## src/rtl/branch_unit.sv

```systemverilog
// Branch resolution unit: N/Z/C/V flag register, condition evaluation,
// registered fetch redirect and a circular return-address stack.
module branch_unit #(
    parameter int ADDR_W    = 16,
    parameter int RAS_DEPTH = 8
) (
    input  logic              clk,
    input  logic              rst_n,
    input  logic              flag_we,
    input  logic              flagn_in,
    input  logic              flagz_in,
    input  logic              flagc_in,
    input  logic              flagv_in,
    input  logic              valid,
    input  logic [3:0]        jmpcond,
    input  logic              is_call,
    input  logic [ADDR_W-1:0] pc_next,
    input  logic [ADDR_W-1:0] target,
    output logic              flagn,
    output logic              flagz,
    output logic              flagc,
    output logic              flagv,
    output logic              redirect_valid,
    output logic [ADDR_W-1:0] redirect_pc,
    output logic              ret_fault,
    output logic              ras_empty,
    output logic              ras_full,
    output logic              ras_overflow
);

    localparam int PTR_W = $clog2(RAS_DEPTH);
    localparam int CNT_W = PTR_W + 1;

    logic              flagn_r;
    logic              flagz_r;
    logic              flagc_r;
    logic              flagv_r;
    logic              redirect_valid_r;
    logic [ADDR_W-1:0] redirect_pc_r;
    logic              ret_fault_r;
    logic              ras_overflow_r;
    logic [PTR_W-1:0]  sp_r;
    logic [CNT_W-1:0]  count_r;
    logic [ADDR_W-1:0] ras_r [RAS_DEPTH];

    logic              base_s;
    logic              cond_true_s;
    logic              is_ret_s;
    logic              do_jump_s;
    logic              do_push_s;
    logic              do_ret_s;
    logic              pop_ok_s;
    logic              empty_s;
    logic              full_s;
    logic [PTR_W-1:0]  sp_dec_s;
    logic [PTR_W-1:0]  sp_inc_s;
    logic [ADDR_W-1:0] top_s;

    // Base condition selected from the registered flags only.
    always_comb begin
        base_s = 1'b0;
        case (jmpcond[3:1])
            3'b000:  base_s = 1'b1;
            3'b001:  base_s = flagz_r;
            3'b010:  base_s = flagc_r;
            3'b011:  base_s = flagn_r;
            3'b100:  base_s = (flagn_r == flagv_r);
            3'b101:  base_s = (flagn_r == flagv_r) & ~flagz_r;
            3'b110:  base_s = flagc_r & ~flagz_r;
            3'b111:  base_s = 1'b1;
            default: base_s = 1'b0;
        endcase
    end

    assign cond_true_s = base_s ^ jmpcond[0];
    assign is_ret_s    = (jmpcond == 4'b1111);
    assign do_ret_s    = valid & is_ret_s;
    assign do_jump_s   = valid & ~is_ret_s & cond_true_s;
    assign do_push_s   = do_jump_s & is_call;
    assign empty_s     = (count_r == CNT_W'(1'b0));
    assign full_s      = (count_r == CNT_W'(RAS_DEPTH));
    assign pop_ok_s    = do_ret_s & ~empty_s;
    // sp_r points at the next free slot; the top entry sits one below it.
    assign sp_dec_s    = sp_r - PTR_W'(1'b1);
    assign sp_inc_s    = sp_r + PTR_W'(1'b1);
    assign top_s       = ras_r[sp_dec_s];

    // Flags, redirect outputs and return-address stack state.
    always_ff @(posedge clk) begin
        if (!rst_n) begin
            flagn_r          <= 1'b0;
            flagz_r          <= 1'b0;
            flagc_r          <= 1'b0;
            flagv_r          <= 1'b0;
            redirect_valid_r <= 1'b0;
            redirect_pc_r    <= '0;
            ret_fault_r      <= 1'b0;
            ras_overflow_r   <= 1'b0;
            sp_r             <= '0;
            count_r          <= '0;
            for (int i = 0; i < RAS_DEPTH; i++) begin
                ras_r[i] <= '0;
            end
        end else begin
            if (flag_we) begin
                flagn_r <= flagn_in;
                flagz_r <= flagz_in;
                flagc_r <= flagc_in;
                flagv_r <= flagv_in;
            end

            redirect_valid_r <= 1'b0;
            ret_fault_r      <= 1'b0;
            if (do_jump_s) begin
                redirect_valid_r <= 1'b1;
                redirect_pc_r    <= target;
            end else if (pop_ok_s) begin
                redirect_valid_r <= 1'b1;
                redirect_pc_r    <= top_s;
            end else if (do_ret_s) begin
                ret_fault_r <= 1'b1;
            end

            // A push while full overwrites the oldest slot and keeps the count saturated.
            if (do_push_s) begin
                ras_r[sp_r] <= pc_next;
                sp_r        <= sp_inc_s;
                if (full_s) begin
                    ras_overflow_r <= 1'b1;
                end else begin
                    count_r <= count_r + CNT_W'(1'b1);
                end
            end else if (pop_ok_s) begin
                sp_r    <= sp_dec_s;
                count_r <= count_r - CNT_W'(1'b1);
            end
        end
    end

    assign flagn          = flagn_r;
    assign flagz          = flagz_r;
    assign flagc          = flagc_r;
    assign flagv          = flagv_r;
    assign redirect_valid = redirect_valid_r;
    assign redirect_pc    = redirect_pc_r;
    assign ret_fault      = ret_fault_r;
    assign ras_overflow   = ras_overflow_r;
    assign ras_empty      = empty_s;
    assign ras_full       = full_s;

endmodule

```

## config.mk

```make
export PLATFORM = sky130hd
export DESIGN_NAME = branch_unit
export DESIGN_NICKNAME = d
export VERILOG_FILES = /design/src/rtl/branch_unit.sv
export SDC_FILE = /design/constraint.sdc
export NUM_CORES = 1
export LEC_CHECK = 0
export ABC_AREA = 1
export CAP_MARGIN = 20
export CORE_MARGIN = 5
export CORE_UTILIZATION = 38
export CTS_BUF_LIST = sky130_fd_sc_hd__clkbuf_4 sky130_fd_sc_hd__clkbuf_8
export CTS_CLUSTER_SIZE = 40
export DETAILED_ROUTE_END_ITERATION = 8
export PLACE_DENSITY_LB_ADDON = 0.15
export SYNTH_ARGS = -nofsm -noshare
export SYNTH_HDL_FRONTEND = slang
export SYNTH_SLANG_ARGS = --single-unit
```

## constraint.sdc

```tcl
create_clock -name clk -period 2.7 [get_ports clk]
set_input_delay 0.675 -clock clk [delete_from_list [all_inputs] [get_ports clk]]
set_output_delay 0.675 -clock clk [all_outputs]
set_load 0.005 [all_outputs]
```

==> results of run 1 <==
==> critical path, stage by stage <==
cell and delay (ns):
sky130_fd_sc_hd__clkdlybuf4s50_1 0.57, sky130_fd_sc_hd__inv_2 0.06, sky130_fd_sc_hd__nand2_1 0.05, sky130_fd_sc_hd__nand3_1 0.08, sky130_fd_sc_hd__nand3_2 0.10, sky130_fd_sc_hd__nand2_1 0.06
sky130_fd_sc_hd__nand2_2 0.10, sky130_fd_sc_hd__nand4_2 0.15, sky130_fd_sc_hd__ha_1 0.34, sky130_fd_sc_hd__inv_1 0.06, sky130_fd_sc_hd__o311ai_1 0.22, sky130_fd_sc_hd__nand2_1 0.08
sky130_fd_sc_hd__inv_1 0.07, sky130_fd_sc_hd__nand3_1 0.07, sky130_fd_sc_hd__nand2_1 0.06, sky130_fd_sc_hd__nor2_1 0.04
==> cells by family after synthesis <==
group / Yosys count / synth area share [%]
xor+xnor: 3 / 0.3647
buf+inv: 85 / 5.366
compound gates: 137 / 10.84
flops: 158 / 61.68
fa+ha+maj: 4 / 0.6946
simple gates: 348 / 21.06
==> final cells by class <==
| type | instances | area (um2) | share of cell area (%) |
|---|---|---|---|
| flip-flops and latches | 158 | 4446 | 50.28 |
| clock inverters | 13 | 147.6 | 1.670 |
| well taps | 234 | 292.8 | 3.311 |
| multi-input cells | 492 | 2375 | 26.86 |
| inverters | 45 | 168.9 | 1.910 |
| clock buffers | 19 | 249.0 | 2.816 |
| repair buffers | 117 | 1164 | 13.16 |
==> through the flow <==
step / utilization (%) / instance area, um2
6_report: 47.27 / 8842
5_1_grt: 47.27 / 8842
4_1_cts: 47.27 / 8842
3_5_place_dp: 45.15 / 8446
3_3_place_gp: 45.15 / 8446
2_1_floorplan: - / 7206
==> flip-flops by register name, summed over array words and instances (netlist names) <==
register,flops
ras_r,128
redirect_pc,16
count_r,4
sp_r,3
flagc,1
flagn,1
flagv,1
flagz,1
ras_overflow,1
redirect_valid,1
ret_fault,1
==> cells in the mapped netlist <==
| cell | count | share of area (%) |
|---|---|---|
| sky130_fd_sc_hd__dfxtp_1 | 30 | 8.3 |
| sky130_fd_sc_hd__nor2_1 | 206 | 11 |
| sky130_fd_sc_hd__xor2_1 | 2 | 0.24 |
| sky130_fd_sc_hd__nand2_2 | 1 | 0.087 |
| sky130_fd_sc_hd__a21oi_1 | 11 | 0.76 |
| sky130_fd_sc_hd__edfxtp_1 | 128 | 53 |
| sky130_fd_sc_hd__buf_1 | 1 | 0.052 |
| sky130_fd_sc_hd__nand3_2 | 2 | 0.28 |
| sky130_fd_sc_hd__nand2_1 | 82 | 4.3 |
| sky130_fd_sc_hd__ha_1 | 4 | 0.69 |
| sky130_fd_sc_hd__nor2_4 | 2 | 0.31 |
| sky130_fd_sc_hd__clkbuf_1 | 25 | 1.3 |
| sky130_fd_sc_hd__o21ai_0 | 75 | 5.2 |
| sky130_fd_sc_hd__nand3_4 | 1 | 0.24 |
| sky130_fd_sc_hd__nor2_8 | 2 | 0.56 |
| sky130_fd_sc_hd__nand2_4 | 9 | 1.4 |
| sky130_fd_sc_hd__o22ai_1 | 32 | 2.8 |
| sky130_fd_sc_hd__o311ai_1 | 1 | 0.12 |
| sky130_fd_sc_hd__inv_1 | 43 | 2.2 |
| sky130_fd_sc_hd__buf_6 | 8 | 1.3 |
| sky130_fd_sc_hd__a31oi_2 | 1 | 0.17 |
| sky130_fd_sc_hd__buf_2 | 6 | 0.42 |
| sky130_fd_sc_hd__a21oi_2 | 1 | 0.12 |
| sky130_fd_sc_hd__nand4_2 | 1 | 0.17 |
| sky130_fd_sc_hd__o211ai_1 | 16 | 1.7 |
| sky130_fd_sc_hd__or2_2 | 1 | 0.087 |
| sky130_fd_sc_hd__xnor2_1 | 1 | 0.12 |
| sky130_fd_sc_hd__nor2_2 | 4 | 0.35 |
| sky130_fd_sc_hd__nor3_1 | 1 | 0.069 |
| sky130_fd_sc_hd__inv_2 | 2 | 0.10 |
| sky130_fd_sc_hd__nand3_1 | 36 | 2.5 |
==> placed cells by master, fill, tap and decap left out, types with 3 or more instances in the layout <==
master	netlist	routed
sky130_fd_sc_hd__nor2_1	206	206
sky130_fd_sc_hd__edfxtp_1	128	128
sky130_fd_sc_hd__nand2_1	82	82
sky130_fd_sc_hd__o21ai_0	75	75
sky130_fd_sc_hd__clkdlybuf4s50_1	0	69
sky130_fd_sc_hd__inv_1	43	42
sky130_fd_sc_hd__buf_4	0	39
sky130_fd_sc_hd__nand3_1	36	36
sky130_fd_sc_hd__o22ai_1	32	32
sky130_fd_sc_hd__dfxtp_1	30	29
sky130_fd_sc_hd__clkbuf_8	0	17
sky130_fd_sc_hd__o211ai_1	16	16
sky130_fd_sc_hd__a21oi_1	11	11
sky130_fd_sc_hd__nand2_4	9	9
sky130_fd_sc_hd__buf_12	0	9
sky130_fd_sc_hd__clkinv_1	0	5
sky130_fd_sc_hd__nor2_2	4	4
sky130_fd_sc_hd__ha_1	4	4
sky130_fd_sc_hd__bufinv_16	0	3
==> where the power goes <==
group / switching (mW) / internal, mW / leakage, nW / total (mW)
sequential: 0.0443 / 2.73 / 1.57 / 2.78
combinational: 0.502 / 0.335 / 1.92 / 0.837
clock: 0.867 / 0.920 / 0.196 / 1.79
total: 1.41 / 3.99 / 3.68 / 5.40
==> layer usage <==
layer  up-vias  track usage, %  part of all wire, %
met3        21           4.384                  6.9
met4         0           4.753                  1.1
met2       192           29.46                   47
met1      2599           23.69                   45
li1       2699               -                    -
met5         -               0                    0
==> worst min path at each step <==
stage,start,endpoint,slack (ns),cells past startpoint
CTS,redirect_pc[12]$_SDFFE_PN0P_,redirect_pc[12]$_SDFFE_PN0P_,0.47,2
global placement,redirect_pc[13]$_SDFFE_PN0P_,redirect_pc[13]$_SDFFE_PN0P_,0.46,2
detailed placement,redirect_pc[7]$_SDFFE_PN0P_,redirect_pc[7]$_SDFFE_PN0P_,0.46,2
floorplan,redirect_pc[10]$_SDFFE_PN0P_,redirect_pc[10]$_SDFFE_PN0P_,0.46,2
global route,redirect_pc[5]$_SDFFE_PN0P_,redirect_pc[5]$_SDFFE_PN0P_,0.50,2
finish,redirect_pc[12]$_SDFFE_PN0P_,redirect_pc[12]$_SDFFE_PN0P_,0.47,2
==> results.py, run 1 <==
metrics = {
    "clock_network": {
        "clk-insertion-delay-late_ns": 0.46,
        "hold_buffers": 0,
        "clockRootBuffer": "sky130_fd_sc_hd__clkbuf_8",
        "cts.sink_count": 158,
        "post_cts.repair.setup_buffers": 0,
        "clock_pin_slew_worst_setup_and_hold_paths_ns": 0.09,
        "ctsResizeCount": 0,
        "tritoncts_clock_tree": "built",
        "htree_levels": 4,
        "clockBufferDepth": 2,
        "cts-buffers-inserted": 17,
    },
    "synth": {
        "syn_area_mm2": 0.007206,
        "ys_seq_elements": 158,
        "yosys.cell_types.count": 31,
        "number_of_nets_produced_by_synthesis": 784,
        "syn_inst": 735,
        "syn_area_per_cell_um2": 9.804,
        "synth.yosys.seq_area_share_pct": 61.68,
        "yosysWarnings": 0,
    },
    "cells_and_area": {
        "area_growth_syn_to_layout_pct": 22.71,
        "antenna_cell_count": 0,
        "finalNonFillerCells": 1078,
        "post_route_cells_drive_above_1_share_pct": 12.32,
        "num-nets-final": 880,
        "n_fill_cell": 1756,
    },
    "sta": {
        "finalClockSkew_ns": 0.01698,
        "final.setup.worst_slack_ns": 0.2784,
        "rsz_0062_raised_after_global_routing": "no",
        "timing.final.crit_period_ns": 2.422,
        "worst_hold_slack_ns": 0.4703,
        "count_of_endpoints_failing_setup_in_the_final_report": 0,
        "max_freq_ghz": 0.4129,
        "worst-slew-pin-transition_ns": 0.6888,
        "period_utilisation_layout_pct": 89.69,
        "totalNegativeSetupSlack_ns": 0,
        "drv_slew": 0,
        "timing.final.hold_violations": 0,
        "slew_headroom_pct": 54.08,
    },
    "flow_run": {
        "timing.max_cap.violations": 0,
    },
    "setup_path": {
        "timing.reg2reg.setup_slack_ns": 0.49,
        "crit_path_end": "count_r[3]$_SDFFE_PN0P_",
        "critical_path.max_fanout": 5,
        "worst-r2r-cell-count": 10,
        "worst_r2r_startpoint": "sp_r[1]$_SDFFE_PN0P_",
        "critPathCaptureType": "flop",
        "crit-reg2reg-capture": "redirect_pc[2]$_SDFFE_PN0P_",
        "worst-endpoint-arrival_ns": 2.78,
        "worstPathRequired_ns": 3.06,
        "startpoint": "jmpcond[3]",
        "timing.critical_path.from_type": "input port",
        "timing_worst_setup_path_type": "input port to flop",
    },
    "route": {
        "finalWirelength_mm": 18.99,
        "drt_iter0_drc": 383,
        "router_iterations_before_antenna_repair": 5,
        "avgRoutedWirePerCell_um": 17.62,
        "dr_total_vias": 5511,
        "post-route-drc-count": 0,
        "detail_route.vias_per_cell": 5.112,
        "post_drt_antenna_nets": 0,
    },
    "power_and_ir_drop": {
        "leakagePower_nw": 3.681,
        "total_design_power_mw": 5.403,
        "power.ir.vdd_worst_mv": 0.3100,
        "powerDensity_mw_per_mm2": 611.1,
    },
    "grt": {
        "grt.total_usage_pct": 17.86,
        "number_of_antenna_violations_at_the_first_check_in_global_routing": 0,
        "globalRouteOverflowTotal": 0,
        "first_global_vias": 5649,
        "grt_max_degree": 69,
        "grt_first_pass_wirelength_mm": 30.25,
    },
    "place": {
        "place_hpwl_mm": 13.07,
        "gp_routability_congestion": 0.8547,
        "preCtsSetupSlack_ns": -0.2090,
        "portBuffers": 69,
        "placedCellCount": 1046,
    },
    "worst_hold_path": {
        "hold_path_class": "flop to flop",
    },
    "die": {
        "die_w_um": 147.7,
        "floorplan.core_area_mm2": 0.01871,
        "floorplan.initialDensity_pct": 38.52,
        "row_count": 50,
        "ioPinCount": 70,
        "die_height_um": 147.7,
        "floorplan.die_area_mm2": 0.02182,
    },
    "run_status": {
        "outcome": "complete, no violations",
    },
}
No activity file was read; power rests on OpenSTA's default activity.
==> inputs of run 2 (changes only) <==
CAP_MARGIN = not set   (was 20)
CORE_MARGIN = 2   (was 5)
PLACE_DENSITY = 0.62   (was not set)
PLACE_DENSITY_LB_ADDON = not set   (was 0.15)
==> run 2 against run 1 <==
Against the previous run: die area down 8.0%; register-to-register slack better by 0.05 ns; clock skew down 0.0078 ns; combinational power down 1%; global-route usage up 1.0 points; worst setup slack worse by 0.044 ns; clock power down 12%; total power down 4.1%; count of clock-buffer cells in the layout up 2; flip-flop and latch count unchanged; first-iteration DRC count up 18%; sequential share of layout area up 0.73 points.
==> results.py, run 2 (synthesized netlist as in run 1, its figures left out) <==
metrics = {
    "sta": {
        "slew_headroom_pct": 51.38,
        "finalClockSkew_ns": 0.009168,
        "timing.final.hold_violations": 0,
        "totalNegativeSetupSlack_ns": 0,
        "worst-slew-pin-transition_ns": 0.7292,
        "timing.final.crit_period_ns": 2.466,
        "period_utilisation_layout_pct": 91.34,
        "rsz_0062_raised_after_global_routing": "no",
        "drv_slew": 0,
        "count_of_endpoints_failing_setup_in_the_final_report": 0,
        "worst_hold_slack_ns": 0.4696,
        "final.setup.worst_slack_ns": 0.2340,
        "max_freq_ghz": 0.4055,
    },
    "die": {
        "ioPinCount": 70,
        "die_w_um": 141.7,
        "floorplan.initialDensity_pct": 38.65,
        "floorplan.core_area_mm2": 0.01864,
        "row_count": 50,
        "floorplan.die_area_mm2": 0.02008,
        "die_height_um": 141.7,
    },
    "clock_network": {
        "tritoncts_clock_tree": "built",
        "clockRootBuffer": "sky130_fd_sc_hd__clkbuf_8",
        "clk-insertion-delay-late_ns": 0.45,
        "hold_buffers": 0,
        "ctsResizeCount": 0,
        "post_cts.repair.setup_buffers": 0,
        "clock_pin_slew_worst_setup_and_hold_paths_ns": 0.08,
        "htree_levels": 4,
        "cts.sink_count": 158,
        "clockBufferDepth": 2,
        "cts-buffers-inserted": 17,
    },
    "route": {
        "avgRoutedWirePerCell_um": 17.38,
        "finalWirelength_mm": 18.65,
        "detail_route.vias_per_cell": 5.153,
        "post-route-drc-count": 0,
        "router_iterations_before_antenna_repair": 5,
        "drt_iter0_drc": 451,
        "post_drt_antenna_nets": 0,
        "dr_total_vias": 5529,
    },
    "cells_and_area": {
        "mostFrequentLayoutCells": "206 x sky130_fd_sc_hd__nor2_1, 128 x sky130_fd_sc_hd__edfxtp_1, 82 x sky130_fd_sc_hd__nand2_1, 75 x sky130_fd_sc_hd__o21ai_0, 69 x sky130_fd_sc_hd__clkdlybuf4s50_1",
        "post_route_cells_drive_above_1_share_pct": 12.40,
        "area_growth_syn_to_layout_pct": 20.96,
        "layout_commonest_cell": "sky130_fd_sc_hd__nor2_1",
        "antenna_cell_count": 0,
        "n_fill_cell": 1792,
        "regMostFlops": "ras_r",
        "num-nets-final": 878,
        "largest_register_ff_count": 128,
        "finalNonFillerCells": 1073,
        "finalInstanceArea_mm2": 0.008716,
    },
    "grt": {
        "first_global_vias": 5186,
        "number_of_antenna_violations_at_the_first_check_in_global_routing": 0,
        "globalRouteOverflowTotal": 0,
        "grt.total_usage_pct": 18.91,
        "grt_max_degree": 69,
        "grt_first_pass_wirelength_mm": 28.49,
    },
    "place": {
        "preCtsSetupSlack_ns": -0.2397,
        "placedCellCount": 1044,
        "gp_routability_congestion": 0.7861,
        "portBuffers": 69,
        "dpl_cell_area_mm2": 0.008381,
        "place_hpwl_mm": 11.99,
    },
    "power_and_ir_drop": {
        "power.ir.vdd_worst_mv": 0.2990,
        "leakagePower_nw": 3.633,
        "powerDensity_mw_per_mm2": 594.8,
    },
    "flow_run": {
        "timing.max_cap.violations": 0,
    },
    "setup_path": {
        "timing.critical_path.from_type": "input port",
        "critical_path.max_fanout": 6,
        "timing_worst_setup_path_type": "input port to flop",
        "worst-endpoint-arrival_ns": 2.81,
        "worstPathRequired_ns": 3.05,
        "critPathCaptureType": "flop",
    },
    "worst_hold_path": {
        "hold_path_class": "flop to flop",
    },
    "run_status": {
        "outcome": "complete, no violations",
    },
}
run 2: worst paths after layout:
path / start / to / slack (ns) / cells after the start
hold / removal: redirect_pc[10]$_SDFFE_PN0P_ / redirect_pc[10]$_SDFFE_PN0P_ / 0.47 / 2
setup reg to reg: flagn$_SDFFE_PN0P_ / count_r[1]$_SDFFE_PN0P_ / 0.54 / 14
hold reg to reg: redirect_pc[10]$_SDFFE_PN0P_ / redirect_pc[10]$_SDFFE_PN0P_ / 0.47 / 2
setup / recovery: jmpcond[3] / count_r[1]$_SDFFE_PN0P_ / 0.23 / 13
run 2: final cells by class:
type,count,area [um2],area share (%)
timing repair buffer,115,1099,12.60
inverter,45,168.9,1.938
clock inverter,8,71.32,0.8183
tap,234,292.8,3.359
clock buffer,21,264.0,3.029
multi-input combinational,492,2375,27.25
sequential,158,4446,51.00
run 2: power by group:
group | internal (mW) | switching (mW) | leakage (nW)
logic | 0.324 | 0.502 | 1.89
clock network | 0.745 | 0.836 | 0.179
registers | 2.73 | 0.0429 | 1.57
total | 3.80 | 1.38 | 3.63
run 2: through the flow:
step	util, %	power (mW)
after CTS	46.75	5.211
after global routing	46.75	5.377
after detailed placement	44.95	3.655
final	46.75	5.184
after global placement	44.95	3.646
after floorplan	-	3.265
run 2: worst max-delay path, stage by stage:
cell	delay, ns
sky130_fd_sc_hd__clkdlybuf4s50_1	0.56
sky130_fd_sc_hd__nand2_1	0.10
sky130_fd_sc_hd__a21oi_2	0.15
sky130_fd_sc_hd__nand2_1	0.08
sky130_fd_sc_hd__nand2_2	0.11
sky130_fd_sc_hd__nand4_2	0.18
sky130_fd_sc_hd__nand2_1	0.14
sky130_fd_sc_hd__inv_1	0.06
sky130_fd_sc_hd__or2_2	0.26
sky130_fd_sc_hd__inv_1	0.06
sky130_fd_sc_hd__ha_1	0.21
sky130_fd_sc_hd__o21ai_0	0.16
sky130_fd_sc_hd__a21oi_1	0.06
run 2: layer usage:
layer | track usage [%] | routed length (um) | vias up
met5 | 0 | 0 | -
met2 | 31.35 | 8919 | 192
met1 | 24.98 | 8116 | 2622
li1 | - | - | 2687
met3 | 4.185 | 1245 | 28
met4 | 5.632 | 371 | 0
==> edit 1 (settings of run 2) <==
Register the input `target` before use. The logic sees it one clock later. The other inputs are not delayed to match.
--- a/src/rtl/branch_unit.sv
+++ b/src/rtl/branch_unit.sv
@@ -30,6 +30,12 @@
 
     localparam int PTR_W = $clog2(RAS_DEPTH);
     localparam int CNT_W = PTR_W + 1;
+
+    logic [ADDR_W-1:0] target_q;
+
+    always_ff @(posedge clk) begin
+        target_q <= target;
+    end
 
     logic              flagn_r;
     logic              flagz_r;
@@ -113,7 +119,7 @@
             ret_fault_r      <= 1'b0;
             if (do_jump_s) begin
                 redirect_valid_r <= 1'b1;
-                redirect_pc_r    <= target;
+                redirect_pc_r    <= target_q;
             end else if (pop_ok_s) begin
                 redirect_valid_r <= 1'b1;
                 redirect_pc_r    <= top_s;
Check against the original RTL: not equivalent (Yosys sat finds a counterexample within 4 cycles, from zero or initial values and one cycle with rst_n low).
==> edit 1 against run 2 <==
Core utilization up 0.26 points; design area up 5.0%; total power up 9.1%; clock power up 14%; area after synthesis up 4.3%; setup slack better by 0.0041 ns; via count up 0.74%; wire length up 1.3%; sequential cell count up 16; final cell count up 4.9%; global-route usage about the same.
==> edit 1: results (changes against run 2) <==
| Metric | Value |
|---|---|
| Status | `finished, final reports clean (unchanged)` |
| Final WL | `18890 µm (was 18650 µm)` |
| Syn_nets | `798 (was 784)` |
| Share of layout cells above drive strength 1 | `0.1254 (was 0.1240)` |
| Reg2reg setup slack | `0.52 ns (was 0.54 ns)` |
| Post-CTS Setup Inserts | `0 (unchanged)` |
| Async S/R FF share, synth | `0 (unchanged)` |
| CTS Buf Count | `17 (unchanged)` |
| Nets@finish | `897 (was 878)` |
| CP peak stage delay | `0.49 ns (was 0.56 ns)` |
| Largest net degree at the start of global routing | `69 (unchanged)` |
| Crit path DAT | `2.84 ns (was 2.81 ns)` |
| Clock Latency Late Sink | `0.47 ns (was 0.45 ns)` |
| DRT iter0 DRCs | `456 (was 451)` |
| Yosys top cell area share | `0.5114 (was 0.5334)` |
| Synth area leaders | `edfxtp_1 51%, dfxtp_1 12%, nor2_1 11% (was edfxtp_1 53%, nor2_1 11%, dfxtp_1 8.3%)` |
| Sequential share of the synthesized area | `0.6339 (was 0.6168)` |
| Initial antenna violation count | `0 (unchanged)` |
| Fraction of power spent switching nets | `0.2677 (was 0.2664)` |
| Clock-pin slew on the worst setup and hold paths | `0.09 ns` |
| Critical-path maximum fanout | `5 (was 6)` |
| Cts repair resizes | `0 (unchanged)` |
| Fill count | `1844 (was 1792)` |
| Synth warn | `0 (unchanged)` |
| Antenna cells | `0 (unchanged)` |
| Vias/cell | `4.947 (was 5.153)` |
| Worst vdd ir | `341.4 µV (was 299.0 µV)` |
| Drt first pass iters | `5 (unchanged)` |
| Worst rel slew slack | `0.5180 (was 0.5138)` |
| Delay-heaviest family, CP | `simple AND/OR/NAND/NOR gates (unchanged)` |
| Hpwl dp | `12210 µm (was 11990 µm)` |
| H-tree Lvls | `4 (unchanged)` |
| Tot GR Track Use | `0.1893 (was 0.1891)` |
| Library cells used by synthesis | `31 (unchanged)` |
| Routability cong. | `0.8225 (was 0.7861)` |
| Top FF cell, synth | `edfxtp_1 (unchanged)` |
| Max Clock Skew | `0.01446 ns (was 0.009168 ns)` |
| Max FFs per register | `128 (unchanged)` |
| Worst min path class | `flop to flop (unchanged)` |
| Post-synth EDFFs | `128 (unchanged)` |
| CTS Root Cell | `clkbuf_8 (unchanged)` |
| Post-synth top cells | `211 x nor2_1, 128 x edfxtp_1, 80 x nand2_1 (was 206 x nor2_1, 128 x edfxtp_1, 82 x nand2_1)` |
| Global-route wire length before repair | `29300 µm (was 28490 µm)` |
| Worst path slowest cell | `clkdlybuf4s50_1 (unchanged)` |
| Clock buffer depth | `2 (unchanged)` |
| IO buf count | `69 (unchanged)` |
| Number of global-route vias before repair | `5464 (was 5186)` |
| Leak | `0.003803 µW (was 0.003633 µW)` |
| Largest reg by FF count | `ras_r (unchanged)` |
## edit 1: cell count changes in the layout (fill, tap and decap cells not counted), moves of 3 or more
cell / run 2 / this run
clkinv_1: 0 / 3
dfxtp_1: 29 / 45
clkinv_2: 5 / 1
nor2_2: 4 / 0
nor2_1: 206 / 211
buf_4: 41 / 45
clkbuf_4: 4 / 1
## edit 1: cells by family after synthesis
logic type      share of synthesized area
simple gates                       0.2001
flops                              0.6339
xor+xnor                         0.003330
buf+inv                           0.05127
fa+ha+maj                        0.006659
compound gates                     0.1047
## edit 1: cell type report
| cell class | count | share of cell area |
|---|---|---|
| clock buffer | 18 | 0.02639 |
| clock inverter | 14 | 0.01573 |
| inverter | 46 | 0.01887 |
| multi-input combinational | 490 | 0.2586 |
| sequential | 174 | 0.5209 |
| tap | 265 | 0.03624 |
| timing repair buffer | 119 | 0.1233 |
## edit 1: metrics by stage
stage / instances / setup WS (ns) / hold slack (ns) / instance area (µm²)
4_1_cts: 1126 / 0.2812 / 0.4758 / 9150
3_5_place_dp: 1094 / -0.2130 / 0.4580 / 8765
2_1_floorplan: 749 / 0.1200 / 0.4510 / 7516
3_3_place_gp: 1094 / -0.1821 / 0.4569 / 8765
5_1_grt: 1126 / 0.01569 / 0.4915 / 9150
6_report: 1126 / 0.2380 / 0.4699 / 9150
## edit 1: path summary, 6_finish.rpt
check	from	end	cells past startpoint
max	jmpcond[3]	count_r[3]$_SDFFE_PN0P_	13
min	redirect_pc[9]$_SDFFE_PN0P_	redirect_pc[9]$_SDFFE_PN0P_	2
max reg2reg	sp_r[1]$_SDFFE_PN0P_	redirect_pc[15]$_SDFFE_PN0P_	8
min reg2reg	redirect_pc[9]$_SDFFE_PN0P_	redirect_pc[9]$_SDFFE_PN0P_	2
## edit 1: power by group through the flow
stage	clock network, µW	registers [µW]	logic [µW]
detailed placement	0	3090	832
global placement	0	3090	828
CTS	1820	3030	835
global route	1920	3040	917
floorplan	0	3080	440
finish	1800	3030	831
## edit 1: per-layer routing
| layer | track usage | vias to the layer above | part of all wire |
|---|---|---|---|
| met2 | 0.3133 | 193 | 0.47 |
| met1 | 0.2529 | 2609 | 0.45 |
| met4 | 0.04957 | 0 | 0.010 |
| met3 | 0.04205 | 21 | 0.067 |
| met5 | 0 | - | 0 |
| li1 | - | 2747 | - |
## edit 1: tightest hold or removal path, stage by stage, from the launching register on
cell	delay [ns]
dfxtp_1	0.32
nand3_1	0.07
nand2_1	0.05
==> edit 2 (settings of run 2) <==
Made on the original files. Set the parameter `RAS_DEPTH` to 4 (it was 8).
--- a/src/rtl/branch_unit.sv
+++ b/src/rtl/branch_unit.sv
@@ -2,7 +2,7 @@
 // registered fetch redirect and a circular return-address stack.
 module branch_unit #(
     parameter int ADDR_W    = 16,
-    parameter int RAS_DEPTH = 8
+    parameter int RAS_DEPTH = 4
 ) (
     input  logic              clk,
     input  logic              rst_n,
Formal check against the unedited RTL: not equivalent (Yosys sat finds a counterexample within 10 cycles, from zero or initial values and one cycle with rst_n low).
==> edit 2 against run 2 <==
Combinational power decreased by 46%; non-clock buffer count shrank 21; setup slack improved by 0.032 ns; sequential cell count shrank 66; worst hold slack lost 0.016 ns; wire length shrank 46%; design area fell by 40%; total power decreased by 44%; area after synthesis shrank 44%; final cell count down 40%; synthesized cell count shrank 44%; critical endpoint is now ras_r[0][3]$_SDFFCE_PN0P_; largest cell class unchanged.
==> edit 2: results (changes against run 2) <==
| Metric | Value |
|---|---|
| Status | `finished, final reports clean (unchanged)` |
| Synth area leaders | `edfxtp_1 47%, dfxtp_1 14%, nand2_1 6.3% (was edfxtp_1 53%, nor2_1 11%, dfxtp_1 8.3%)` |
| Max Clock Skew | `0.01301 ns (was 0.009168 ns)` |
| CTS Buf Count | `9 (was 17)` |
| Sequential share of the synthesized area | `0.6120 (was 0.6168)` |
| Hold_sp | `redirect_pc[10]$_SDFFE_PN0P_ (unchanged)` |
| Syn_area_per_cell | `9.798 µm² (was 9.804 µm²)` |
| DRT iter0 DRCs | `220 (was 451)` |
| Largest net degree at the start of global routing | `23 (was 69)` |
| Pwr dens | `556.1 mW/mm² (was 594.8 mW/mm²)` |
| Largest reg by FF count | `ras_r (unchanged)` |
| Max FFs per register | `64 (was 128)` |
| Vias/cell | `4.969 (was 5.153)` |
| Number of global-route vias before repair | `3183 (was 5186)` |
| H-tree Lvls | `3 (was 4)` |
| Tot GR Track Use | `0.1845 (was 0.1891)` |
| Hpwl dp | `6735 µm (was 11990 µm)` |
| Reg2reg setup slack | `0.66 ns (was 0.54 ns)` |
| Fill count | `961 (was 1792)` |
| Post-Place Cell Area | `0.005075 mm² (was 0.008381 mm²)` |
| Routability cong. | `0.8078 (was 0.7861)` |
| Achievable Freq | `410.8 MHz (was 405.5 MHz)` |
| Post-synth top cells | `68 x nand2_1, 64 x edfxtp_1, 59 x nor2_1 (was 206 x nor2_1, 128 x edfxtp_1, 82 x nand2_1)` |
| Worst Setup EP | `ras_r[0][3]$_SDFFCE_PN0P_ (was count_r[1]$_SDFFE_PN0P_)` |
| Drt first pass iters | `4 (was 5)` |
| Worst-margin pin slew | `0.3802 ns (was 0.7292 ns)` |
| FF-to-FF Start | `flagz$_SDFFE_PN0P_ (was flagn$_SDFFE_PN0P_)` |
| Syn_nets | `460 (was 784)` |
| Global-route wire length before repair | `16120 µm (was 28490 µm)` |
| Nets@finish | `547 (was 878)` |
| CP peak stage delay | `0.56 ns (about the same)` |
| XOR/XNOR Fraction of Synth Area | `0 (was 0.003646)` |
| Clock Latency Late Sink | `0.37 ns (was 0.45 ns)` |
| Adder-Cell Fraction of Synth Area | `0.003085 (was 0.006946)` |
| DR vias | `3190 (was 5529)` |
| Synth Area in Compound Gates | `0.08945 (was 0.1084)` |
| Dpl ws | `-0.1049 ns (was -0.2397 ns)` |
| Post-synth EDFFs | `64 (was 128)` |
| Placed cell count | `626 (was 1044)` |
| Library cells used by synthesis | `28 (was 31)` |
| Worst vdd ir | `230.1 µV (was 299.0 µV)` |
==> edit 2: routing by layer <==
layer,routed length [µm],track usage
met5,0,0
met4,198,0.07514
met3,687,0.03087
met2,4661,0.3038
met1,4532,0.2422
==> edit 2: critical path: cells and delay by family <==
family,cells,cell delay [ns]
buffers and inverters,3,0.89
AOI/OAI and AO/OA,1,0.32
and+or+nand+nor,6,0.60
==> edit 2: cell type report <==
class | count | share of cell area
clock buffers | 10 | 0.02501
clock inverters | 6 | 0.008814
inverters | 44 | 0.03144
multi-input cells | 260 | 0.2530
flip-flops and latches | 92 | 0.4726
well taps | 136 | 0.03240
repair buffers | 94 | 0.1768
==> edit 2: report_power, final <==
group | total (µW) | internal (µW) | leakage (µW) | switching (µW)
combinational | 448 | 204 | 0.00118 | 244
clock | 861 | 353 | 0.0000871 | 507
sequential | 1610 | 1580 | 0.000897 | 31.6
total | 2920 | 2140 | 0.00216 | 783
